===== config.mk =====
export PLATFORM = sky130hd
export DESIGN_NAME = booth_radix4_multiplier
export DESIGN_NICKNAME = d
export VERILOG_FILES = /design/src/rtl/booth_radix4_multiplier.sv
export SDC_FILE = /design/constraint.sdc
export NUM_CORES = 1
export LEC_CHECK = 0
export CORE_MARGIN = 2
export CORE_UTILIZATION = 30
export DETAILED_ROUTE_END_ITERATION = 10
export PLACE_DENSITY_LB_ADDON = 0.15
export SETUP_SLACK_MARGIN = 0.05
export SLEW_MARGIN = 20
export SYNTH_ARGS = -nofsm -noshare
export SYNTH_HDL_FRONTEND = slang
export SYNTH_SLANG_ARGS = --single-unit

===== constraint.sdc =====
create_clock -name clk -period 4.7 [get_ports clk]
set_clock_uncertainty 0.1 [all_clocks]
set_input_delay 0.47 -clock clk [delete_from_list [all_inputs] [get_ports clk]]
set_output_delay 0.47 -clock clk [all_outputs]
set_load 0.01 [all_outputs]

===== src/rtl/booth_radix4_multiplier.sv =====
// rtl/booth_radix4_multiplier.sv - sequential radix-4 Booth multiplier, signed/unsigned, start/busy/done
//
// Ports:
//   clk       rising-edge clock
//   reset     synchronous, active-high; discards any operation in flight
//   start     request; accepted whenever busy is low (IDLE or DONE)
//   a         multiplicand, sampled on an accepted start
//   b         multiplier, sampled on an accepted start
//   is_signed 1 = both operands two's complement, 0 = both unsigned
//   busy      high while recoding steps run
//   done      one-cycle pulse, product valid
//   product   2*WIDTH result, held until the next operation completes
module booth_radix4_multiplier #(
    parameter int WIDTH = 8
) (
    input  logic                 clk,
    input  logic                 reset,
    input  logic                 start,
    input  logic [WIDTH-1:0]     a,
    input  logic [WIDTH-1:0]     b,
    input  logic                 is_signed,
    output logic                 busy,
    output logic                 done,
    output logic [2*WIDTH-1:0]   product
);

    localparam int ITER = WIDTH / 2 + 1;
    localparam int PW   = 2 * WIDTH + 4;  // accumulator / shifted multiplicand width
    localparam int BW   = WIDTH + 3;      // extended multiplier plus the implicit b[-1]
    localparam int CW   = $clog2(ITER + 1);

    typedef enum logic [1:0] {
        IDLE,
        RUN,
        DONE
    } state_t;

    state_t          state;
    state_t          state_next;
    logic [PW-1:0]   m_reg;   // multiplicand, pre-shifted by 4^k for step k
    logic [BW-1:0]   b_reg;   // multiplier; low three bits are the current triplet
    logic [PW-1:0]   acc;
    logic [CW-1:0]   cnt;
    logic [PW-1:0]   addend;
    logic [PW-1:0]   acc_next;
    logic            accept;
    logic            last_step;

    assign accept    = start && (state != RUN);
    assign last_step = (cnt == CW'(ITER - 1));
    assign busy      = (state == RUN);
    assign done      = (state == DONE);

    always_ff @(posedge clk) begin
        if (reset) begin
            state <= IDLE;
        end else begin
            state <= state_next;
        end
    end

    always_comb begin
        state_next = state;
        case (state)
            IDLE:    if (start) state_next = RUN;
            RUN:     if (last_step) state_next = DONE;
            DONE:    state_next = start ? RUN : IDLE;
            default: state_next = IDLE;
        endcase
    end

    // Booth digit selection; 2M is the stored multiplicand shifted by one,
    // negation is two's complement at the full accumulator width.
    always_comb begin
        addend = '0;
        case (b_reg[2:0])
            3'b001, 3'b010: addend = m_reg;
            3'b011:         addend = {m_reg[PW-2:0], 1'b0};
            3'b100:         addend = -{m_reg[PW-2:0], 1'b0};
            3'b101, 3'b110: addend = -m_reg;
            default:        addend = '0;
        endcase
    end

    assign acc_next = acc + addend;

    // Shifted-add form: instead of shifting the accumulator right, the
    // multiplicand moves left by two each step, so acc directly holds the
    // partial product and its low 2*WIDTH bits are the final result.
    always_ff @(posedge clk) begin
        if (reset) begin
            m_reg   <= '0;
            b_reg   <= '0;
            acc     <= '0;
            cnt     <= '0;
            product <= '0;
        end else if (accept) begin
            m_reg <= {{(PW - WIDTH){is_signed & a[WIDTH-1]}}, a};
            b_reg <= {{2{is_signed & b[WIDTH-1]}}, b, 1'b0};
            acc   <= '0;
            cnt   <= '0;
        end else if (state == RUN) begin
            acc   <= acc_next;
            m_reg <= {m_reg[PW-3:0], 2'b00};
            b_reg <= {2'b00, b_reg[BW-1:2]};
            cnt   <= cnt + CW'(1);
            if (last_step) begin
                product <= acc_next[2*WIDTH-1:0];
            end
        end
    end

endmodule


* Yosys cells after proc, flatten, opt, wreduce, memory -nomap -nowiden
Cells that the tools add are included.
** Storage, ports and cells
- Flip-flop bits (word level) :: 72
- Bits of input ports :: 20
- Output and inout bits :: 18
- Word-level logic and storage cells :: 43
** Operators by class
- $add $sub $neg :: 4
- Eq/ne operators :: 12
- Multiplexer cells :: 9
- Bitwise logic cells :: 3
- Reduce and logical (&&, ||, !) cells :: 8
** Operator list (count)
- one-hot mux 20 bit (4 select lines) :: 1
- 2-to-1 mux 20 bit :: 2
- negator 20 bit :: 2
- 2-to-1 mux 11 bit :: 2
- adder 20 bit :: 1
- == test 3 bit (second input constant) :: 4
- == test 3 x 2 -> 1 bit (second input constant) :: 2
- one-hot mux 2 bit (3 select lines) :: 1
- OR reduction 2 bit :: 3
- 2-to-1 mux 2 bit :: 2
- != test 2 x 1 -> 1 bit (second input constant) :: 2
- adder 3 x 1 -> 3 bit (second input constant) :: 1
- == test 3 x 1 -> 1 bit (second input constant) :: 1
- AND reduction 3 bit :: 1
- bitwise AND 1 bit :: 2
- == test 2 x 1 -> 1 bit (second input constant) :: 1
- == test 2 bit (second input constant) :: 1
- zero test 2 bit :: 1
- != test 2 bit (second input constant) :: 1
- AND reduction 2 bit :: 1
- nonzero test 2 bit :: 1
- logical AND 1 bit :: 1
- 2-to-1 mux 1 bit :: 1
- inverter 1 bit :: 1

* Depth between registers and ports, before layout
Gate-level depths: netlist of the first run.
- Depth in word-level cells :: 4
- Depth in mapped cells :: 18
- Depth with buffers taken out :: 17

* Least setup slack after synthesis of the first run
OpenSTA, ideal clock, no wires.
- Path kind :: register -> register
- Start point :: reg m_reg[0]
- End point :: reg acc[13]
- Library setup time :: 0.070 ns
- Arrival time :: 3.519 ns
- Required time :: 4.530 ns
- Setup slack :: 1.011 ns
- Cell stages (with the launch flop) :: 18
- Buffers on the path :: 0
- Clock period less this slack :: 3.689 ns
- Cells stage by stage :: dfxtp_1 > inv_1 > ha_1 > or3b_1 > or3_1 > nand2_1 > xnor2_1 > a21oi_1 > nor2_1 > a221o_1 > ha_1 > a211oi_1 > o211ai_1 > a41o_1 > a221oi_1 > xnor2_1 > nand2_1 > a21oi_1
** Between the ends
- Longest elaborated chain between the ends :: 3
- Elaborated cells on any way between the ends :: 4
- Those cells by class :: 3 x add/sub; 1 x mux
** RTL lines
- from (decl) :: RTL line 40 : logic [PW-1:0] m_reg;
- from (signal assigned) :: RTL line 98 : m_reg <= {{(PW - WIDTH){is_signed & a[WIDTH-1]}}, a};
- from (signal assigned) :: RTL line 104 : m_reg <= {m_reg[PW-3:0], 2'b00};
- negator 20 bit, on equally long branches :: RTL line 80, 79
- one-hot mux 20 bit (4 select lines) * :: RTL line 76 : case (b_reg[2:0])
- adder 20 bit * :: RTL line 85 : assign acc_next = acc + addend;
- to (signal assigned) :: RTL line 103 : acc <= acc_next;
- to (decl) :: RTL line 42 : logic [PW-1:0] acc;
Mark *: on every way between the ends. The rest lies on a longest branch, timed or not.
A chain may end at the register's enable or synchronous reset.

* Worst setup path in the final report of the first run
Ends and elaborated chain as after synthesis.

==> flow_metrics.py, run 1 <==
metrics = {
    "placed_design": {
        "numPortBuffers": 37,
        "placed_cell_area_mm2": 0.00468,
        "place.gp.congestion": 0.818,
        "dp_hpwl_um": 7860,
    },
    "global_routing": {
        "grt_pass1_wl_um": 18500,
        "antenna_found_initial": 0,
        "grt-ovfl-total": 0,
        "grtUsageTotal_pct": 15.7,
        "grt_pass1_vias": 3781,
        "grt_max_degree": 51,
    },
    "cells_and_area": {
        "fin_nets": 597,
        "stdcell_area_mm2": 0.00498,
        "area_growth_pct": 19.4,
        "antenna_cells": 0,
        "drive_above_1_share_pct": 7.30,
        "final_common_cell": "nand2_1",
        "final_cell_mix": "nand2_1, dfxtp_1, a21oi_1",
    },
    "floorplan": {
        "dieArea_mm2": 0.0149,
        "rows": 43,
        "io_pins": 38,
        "chipWidth_um": 122,
        "die_h_um": 122,
        "start_util_pct": 30.4,
        "core-area_mm2": 0.0137,
    },
    "worst_setup_path": {
        "crit_path_end_kind": "flip-flop",
        "worstReg2RegEnd": "acc[13]",
        "slowest_delay_ns": 0.39,
        "regToRegStartpoint": "m_reg[0]",
        "worstPathRequired_ns": 4.86,
        "rr_worst_depth": 17,
        "cp-start-kind": "flip-flop",
        "path_class": "flip-flop to flip-flop",
        "path_cells": "inv_1 > ha_1 > or3b_1 > or3_1 > nand2_1 > xnor2_1 > a21oi_1 > nor2_1 > a221o_1 > ha_1 > a211oi_1 > o211ai_1 > a41o_1 > a221oi_1 > xnor2_1 > nand2_1 > a21oi_1",
        "cpMaxStageDelayCell": "or3b_1",
        "cp.arrival_ns": 4.24,
        "ff2ff_setup_slack_ns": 0.62,
        "critPathMaxFanout": 6,
    },
    "route": {
        "final_antenna_net_count": 0,
        "detail_route.wl_per_cell_um": 14.9,
        "drc": 0,
        "dr.pass1.iters": 4,
        "drtIter0Drc": 178,
        "vias_per_cell": 5.14,
        "vias": 3815,
        "routed_wl_um": 11000,
    },
    "timing": {
        "worst_pin_slew_ns": 0.617,
        "setup_violations": 0,
        "fin_crit_sh_pct": 86.8,
        "finalCriticalPeriod_ns": 4.08,
        "rsz0062_at_grt": "no",
        "relSlewSlack_pct": 58.8,
        "slew_violations": 0,
        "fmax_ghz": 0.245,
        "tns_ns": 0,
        "finalHoldViolCount": 0,
    },
    "hold_path": {
        "hold_end": "product[3]",
        "hold_class": "flip-flop to flip-flop",
        "hp-start": "product[3]",
        "hold_depth": 2,
    },
    "synth": {
        "async_flop_share_pct": 0,
        "synth.distinct_cells": 68,
        "syn_area_mm2": 0.00417,
        "synth_edf_count": 0,
        "ys_ff_latch": 63,
        "synth_cells": 540,
        "yosys_most_used_dff": "dfxtp_1",
        "synthesis.nets": 579,
        "ys_seq_area_share_pct": 30.2,
        "synth_area_per_cell_um2": 7.73,
        "yosysWarnings": 0,
    },
    "clocking": {
        "cts_tree": "yes",
        "numCtsBuffers": 9,
        "clk_latency_ns": 0.33,
        "clkTransAtPathRegs_ns": 0.06,
        "h-tree-depth": 3,
        "root_buffer": "clkbuf_16",
        "postCtsSetupBuffers": 0,
        "clock-sinks": 63,
        "cts_resized": 0,
        "clockBufferDepth": 2,
        "cts.hold.buffers_added": 0,
    },
    "power_and_ir_drop": {
        "power.leakage_uw": 0.00192,
        "cellPowerDensity_mw_per_mm2": 327,
        "peakVddDrop_mv": 0.165,
    },
    "job": {
        "maxCapViolations": 0,
    },
    "run_status": {
        "status": "finished, final reports clean",
    },
}
## power by group
part           switching [uW]  internal [uW]
combinational             210            150
sequential               38.7            560
clock                     247            422
## cell families (layout without fill, tap and decap cells)
kind of cell               Yosys count  count (layout)  share of synthesized area (%)
and+or+nand+nor                    191             191                           22.1
adders and majority gates           19              19                           5.88
muxes                               20              20                           4.83
DFF                                 63              63                           30.2
xor gates and xnor gates            28              28                           6.21
buffers and inverters               57              79                           5.55
AOI/OAI and AO/OA                  162             162                           25.2
## routing by layer
| metal | global-route usage, % | wire length (um) | vias up |
|---|---|---|---|
| li1 | - | - | 1971 |
| met4 | 5.10 | 107 | 0 |
| met5 | 0 | 0 | - |
| met2 | 24.7 | 5020 | 63 |
| met1 | 21.2 | 5460 | 1774 |
| met3 | 3.89 | 445 | 7 |
## final cells by class
cell class / instances / area, um^2
repair buffers: 50 / 463
fillers: 1473 / 8740
clock buffers: 10 / 239
multi-input cells: 420 / 2680
clock inverters: 5 / 57.6
well taps: 180 / 225
flip-flops and latches: 63 / 1260
inverters: 14 / 52.6
## synth_stat cells, drive strengths merged (3+ instances only)
library cell	count	area (um^2)
nand2	78	293
dfxtp	63	1260
a21oi	52	260
nor2	46	173
o21ai	36	180
clkbuf	31	119
a211oi	22	170
mux2i	19	190
ha	18	225
xnor2	17	149
nor3	16	91.3
buf	12	60.1
inv	12	45.0
nand3	12	65.1
xor2	10	87.6
a21o	7	52.6
nor2b	7	43.8
a221oi	6	52.6
nand2b	5	31.3
nand4	5	37.5
or3	5	36.3
a22oi	4	30.0
a31oi	4	40.0
a211o	3	26.3
a221o	3	31.3
and3	3	18.8
nor3b	3	27.5
nor4	3	40.0
nor4b	3	26.3
o211ai	3	22.5
o21a	3	22.5
## stage by stage
step,setup slack (ns),utilization (%),power [uW],cells,hold slack [ns]
after global placement,0.744,34.1,965,727,0.346
after global routing,0.275,36.3,1720,742,0.376
final,0.619,36.3,1630,742,0.360
after CTS,0.620,36.3,1650,742,0.362
after floorplan,1.01,-,875,540,0.336
after detailed placement,0.663,34.1,969,727,0.353
## how the worst max path moves through the flow
stage              from          end  slack [ns]
2_1_floorplan  m_reg[0]      acc[13]        1.01
3_3_place_gp   m_reg[0]      acc[12]        0.74
3_5_place_dp   m_reg[0]      acc[13]        0.66
4_1_cts        m_reg[0]      acc[13]        0.62
5_1_grt        m_reg[0]  product[12]        0.27
6_report       m_reg[0]      acc[13]        0.62
## critical path: cells and delay by family, from the launching register on
kind,cells,cell delay [ns]
AO/OA/AOI/OAI,7,1.63
adder cells (fa/ha/maj),2,0.55
AND/OR/NAND/NOR,5,0.97
buffers and inverters,1,0.11
XOR/XNOR,2,0.27
flip-flops,1,0.37
No activity file was read; power rests on OpenSTA's default activity.
==> run 2, diff against run 1 <==
PLACE_DENSITY_LB_ADDON = 0.1   (was 0.15)
==> flow_metrics.py, run 2 (synthesis results as in run 1) <==
metrics = {
    "run_status": {
        "status": "finished, final reports clean",
    },
    "worst_setup_path": {
        "slowest_delay_ns": 0.41,
        "endpoint": "acc[13]",
        "ff2ff_setup_slack_ns": 0.56,
        "cp-start-kind": "flip-flop",
        "worstReg2RegEnd": "acc[13]",
        "rr_worst_depth": 17,
        "crit_start": "m_reg[0]",
        "path_class": "flip-flop to flip-flop",
        "crit_path_end_kind": "flip-flop",
        "cp.arrival_ns": 4.31,
        "critPathMaxFanout": 6,
        "regToRegStartpoint": "m_reg[0]",
        "path_cells": "inv_1 > ha_1 > or3b_1 > or3_1 > nand2_1 > xnor2_1 > a21oi_1 > nor2_1 > a221o_1 > ha_1 > a211oi_1 > o211ai_1 > a41o_1 > a221oi_1 > xnor2_1 > nand2_1 > a21oi_1",
        "worstPathRequired_ns": 4.87,
        "cpMaxStageDelayCell": "or3b_1",
    },
    "power_and_ir_drop": {
        "p_int_uw": 1070,
        "swShare_pct": 31.8,
        "power.leakage_uw": 0.00189,
        "clkPwrFrac_pct": 39.1,
        "pwr-share-comb_pct": 22.8,
        "peakVddDrop_mv": 0.149,
        "switchingPower_uw": 501,
        "seq_power_share_pct": 38.1,
        "cellPowerDensity_mw_per_mm2": 319,
    },
    "global_routing": {
        "grt_pass1_wl_um": 19300,
        "grt_max_degree": 50,
        "grtUsageTotal_pct": 16.9,
        "grt_pass1_vias": 3780,
        "grt-ovfl-total": 0,
        "antenna_found_initial": 0,
    },
    "timing": {
        "finalHoldViolCount": 0,
        "finalCriticalPeriod_ns": 4.14,
        "worst_pin_slew_ns": 0.786,
        "slew_violations": 0,
        "fmax_ghz": 0.241,
        "setup_slack_ns": 0.559,
        "fin_crit_sh_pct": 88.1,
        "rsz0062_at_grt": "no",
        "setup_violations": 0,
        "tns_ns": 0,
        "relSlewSlack_pct": 46.9,
    },
    "job": {
        "maxCapViolations": 0,
    },
    "clocking": {
        "clock-sinks": 63,
        "cts_tree": "yes",
        "clockBufferDepth": 2,
        "root_buffer": "clkbuf_16",
        "h-tree-depth": 3,
        "clk_latency_ns": 0.35,
        "cts_resized": 0,
        "numCtsBuffers": 9,
        "postCtsSetupBuffers": 0,
        "clkTransAtPathRegs_ns": 0.05,
        "cts.hold.buffers_added": 0,
    },
    "placed_design": {
        "dp_slack_ns": 0.603,
        "dp_hpwl_um": 8190,
        "dpl.cell_count": 725,
        "place.gp.congestion": 0.839,
        "numPortBuffers": 37,
    },
    "route": {
        "detail_route.wl_per_cell_um": 15.8,
        "routed_wl_um": 11700,
        "drtIter0Drc": 178,
        "final_antenna_net_count": 0,
        "drc": 0,
        "dr.pass1.iters": 5,
        "vias_per_cell": 5.18,
        "vias": 3836,
    },
    "cells_and_area": {
        "fin_util_pct": 36.0,
        "fillers": 1472,
        "antenna_cells": 0,
        "final_common_cell": "nand2_1",
        "fin_nets": 595,
        "final_cell_mix": "nand2_1, dfxtp_1, a21oi_1",
        "drive_above_1_share_pct": 6.79,
        "area_growth_pct": 18.3,
        "final_cell_count_no_fill": 740,
    },
    "hold_path": {
        "hp-start": "product[10]",
        "hold_class": "flip-flop to flip-flop",
    },
    "floorplan": {
        "chipWidth_um": 122,
        "die_h_um": 122,
        "core-area_mm2": 0.0137,
        "rows": 43,
        "io_pins": 38,
        "dieArea_mm2": 0.0149,
        "start_util_pct": 30.4,
    },
}
run 2: cell count changes in the layout (fill, tap and decap cells not counted):
cell,delta
buf_4,-2
bufinv_16,-1
clkbuf_1,+1
clkinv_2,+1
clkinv_4,-1
clkinvlp_4,+1
inv_6,-1
run 2: metrics by stage:
| step | cell area (um^2) | hold WS (ns) | power [uW] |
|---|---|---|---|
| detailed placement | 4670 | 0.350 | 969 |
| CTS | 4930 | 0.360 | 1600 |
| finish | 4930 | 0.356 | 1570 |
| global placement | 4670 | 0.346 | 968 |
| global route | 4930 | 0.384 | 1670 |
| floorplan | 4170 | 0.336 | 875 |
run 2: how the worst min path moves through the flow:
stage             endpoint  depth (start not counted)
3_5_place_dp   product[10]                          2
2_1_floorplan      acc[13]                          2
5_1_grt            acc[10]                          2
6_report       product[10]                          2
3_3_place_gp    product[9]                          2
4_1_cts        product[10]                          2
run 2: worst max-delay path: cells and delay by family, from the launching register on:
family | cells | cell delay, ns
fa+ha+maj | 2 | 0.54
buf+inv | 1 | 0.11
flops | 1 | 0.38
simple gates | 5 | 1.00
xor+xnor | 2 | 0.27
compound gates | 7 | 1.66
run 2: per-layer routing:
metal  routed length, um  track usage (%)  vias to the layer above
met5                   0                0                        -
met4                 275             7.97                        0
met3                 360             3.32                       15
met2                5120             25.9                       53
met1                5900             22.6                     1797
li1                    -                -                     1971
run 2: cell type report:
| class | count | area, um^2 | area share (%) |
|---|---|---|---|
| clock inverter | 4 | 22.5 | 0.457 |
| sequential | 63 | 1260 | 25.6 |
| timing repair buffer | 48 | 448 | 9.08 |
| tap | 180 | 225 | 4.57 |
| multi-input combinational | 420 | 2680 | 54.3 |
| clock buffer | 11 | 243 | 4.92 |
| inverter | 14 | 52.6 | 1.07 |
run 2: power groups by stage:
| stage | registers (uW) | logic (uW) | clock network, uW |
|---|---|---|---|
| final | 599 | 359 | 615 |
| after global routing | 604 | 405 | 658 |
| after CTS | 599 | 361 | 639 |
| after detailed placement | 610 | 359 | 0 |
| after global placement | 610 | 357 | 0 |
| after floorplan | 585 | 290 | 0 |
==> run 3, diff against run 2 <==
CORE_MARGIN = default   (was 2)
==> flow_metrics.py, run 3 (synthesis results as in run 1) <==
metrics = {
    "worst_setup_path": {
        "cp-start-kind": "flip-flop",
        "worstPathRequired_ns": 4.87,
        "endpoint": "product[13]",
        "path_class": "flip-flop to flip-flop",
        "regToRegStartpoint": "m_reg[0]",
        "rr_worst_depth": 17,
        "crit_start": "m_reg[0]",
        "ff2ff_setup_slack_ns": 0.56,
        "cp.arrival_ns": 4.31,
        "critPathMaxFanout": 6,
        "worstReg2RegEnd": "product[13]",
        "crit_path_end_kind": "flip-flop",
    },
    "power_and_ir_drop": {
        "cellPowerDensity_mw_per_mm2": 331,
        "power.leakage_uw": 0.00190,
        "p_total_uw": 1640,
        "peakVddDrop_mv": 0.129,
    },
    "floorplan": {
        "chipWidth_um": 120,
        "rows": 42,
        "dieArea_mm2": 0.0144,
        "die_h_um": 120,
        "io_pins": 38,
        "core-area_mm2": 0.0134,
        "start_util_pct": 31.1,
    },
    "job": {
        "maxCapViolations": 0,
    },
    "global_routing": {
        "grtUsageTotal_pct": 16.8,
        "grt_pass1_wl_um": 19000,
        "grt_pass1_vias": 3738,
        "grt-ovfl-total": 0,
        "antenna_found_initial": 0,
        "grt_max_degree": 51,
    },
    "placed_design": {
        "place.gp.congestion": 0.845,
        "dp_hpwl_um": 8340,
        "dp_slack_ns": 0.630,
        "numPortBuffers": 37,
    },
    "timing": {
        "finalHoldViolCount": 0,
        "setup_slack_ns": 0.559,
        "relSlewSlack_pct": 44.4,
        "finalCriticalPeriod_ns": 4.14,
        "fin_crit_sh_pct": 88.1,
        "slew_violations": 0,
        "fmax_ghz": 0.241,
        "worst_pin_slew_ns": 0.831,
        "tns_ns": 0,
        "rsz0062_at_grt": "no",
        "setup_violations": 0,
    },
    "cells_and_area": {
        "area_growth_pct": 19.0,
        "antenna_cells": 0,
        "drive_above_1_share_pct": 6.96,
        "fillers": 1404,
        "final_cell_mix": "nand2_1, dfxtp_1, a21oi_1",
        "fin_nets": 594,
        "final_common_cell": "nand2_1",
    },
    "clocking": {
        "clkTransAtPathRegs_ns": 0.06,
        "postCtsSetupBuffers": 0,
        "clockBufferDepth": 2,
        "h-tree-depth": 3,
        "cts.hold.buffers_added": 0,
        "clock-sinks": 63,
        "cts_resized": 0,
        "numCtsBuffers": 9,
        "cts_tree": "yes",
        "root_buffer": "clkbuf_16",
        "clk_latency_ns": 0.34,
    },
    "route": {
        "vias_per_cell": 5.37,
        "drc": 0,
        "drtIter0Drc": 232,
        "vias": 3953,
        "detail_route.wl_per_cell_um": 16.0,
        "final_antenna_net_count": 0,
        "routed_wl_um": 11800,
        "dr.pass1.iters": 5,
    },
    "hold_path": {
        "hold_class": "flip-flop to flip-flop",
        "hp-start": "product[2]",
        "hold_depth": 2,
    },
    "run_status": {
        "status": "finished, final reports clean",
    },
}
## run 3: cell count changes in the layout (fill, tap and decap cells not counted)
cell        change
buf_4           -1
bufinv_16       +1
clkbuf_1        -1
clkinv_2        -3
clkinv_4        +2
clkinvlp_4      +2
## run 3: metrics by stage
stage          std cells  utilization [%]  hold slack [ns]  cell area (um^2)
3_5_place_dp         720             34.7            0.349              4660
3_3_place_gp         720             34.7            0.346              4660
6_report             736             37.0            0.355              4960
5_1_grt              736             37.0            0.377              4960
2_1_floorplan        540                -            0.336              4170
4_1_cts              736             37.0            0.358              4960
## run 3: routing by layer
layer	vias to the layer above	global-route usage (%)	share of wire (%)
met1	1897	23.6	50
met2	80	25.8	45
met3	10	2.76	3.2
li1	1966	-	-
met5	-	0	0
met4	0	6.09	1.4
## run 3: worst min path at each step
| stage | end | slack (ns) |
|---|---|---|
| 5_1_grt | product[2] | 0.38 |
| 2_1_floorplan | acc[13] | 0.34 |
| 3_5_place_dp | product[9] | 0.35 |
| 6_report | product[2] | 0.35 |
| 4_1_cts | product[2] | 0.36 |
| 3_3_place_gp | product[11] | 0.35 |
## run 3: final cells by class
class                   count  area (um^2)  share of cell area (%)
repair buffers             47          440                    8.87
well taps                 176          220                    4.44
inverters                  14         52.6                    1.06
clock buffers              10          239                    4.81
multi-input cells         420         2680                    54.0
flip-flops and latches     63         1260                    25.4
clock inverters             6         70.1                    1.41
## run 3: power by group
| group | internal (uW) | switching (uW) |
|---|---|---|
| sequential | 560 | 39.9 |
| combinational | 146 | 214 |
| clock | 426 | 258 |
| total | 1130 | 512 |
## run 3: critical path, cell delays in order, from the launching register on
cell and delay (ns):
dfxtp_1 0.37, inv_1 0.10, ha_1 0.22, or3b_1 0.40, or3_1 0.36, nand2_1 0.10
xnor2_1 0.09, a21oi_1 0.16, nor2_1 0.05, a221o_1 0.26, ha_1 0.33, a211oi_1 0.23
o211ai_1 0.20, a41o_1 0.31, a221oi_1 0.37, xnor2_1 0.20, nand2_1 0.08, a21oi_1 0.16
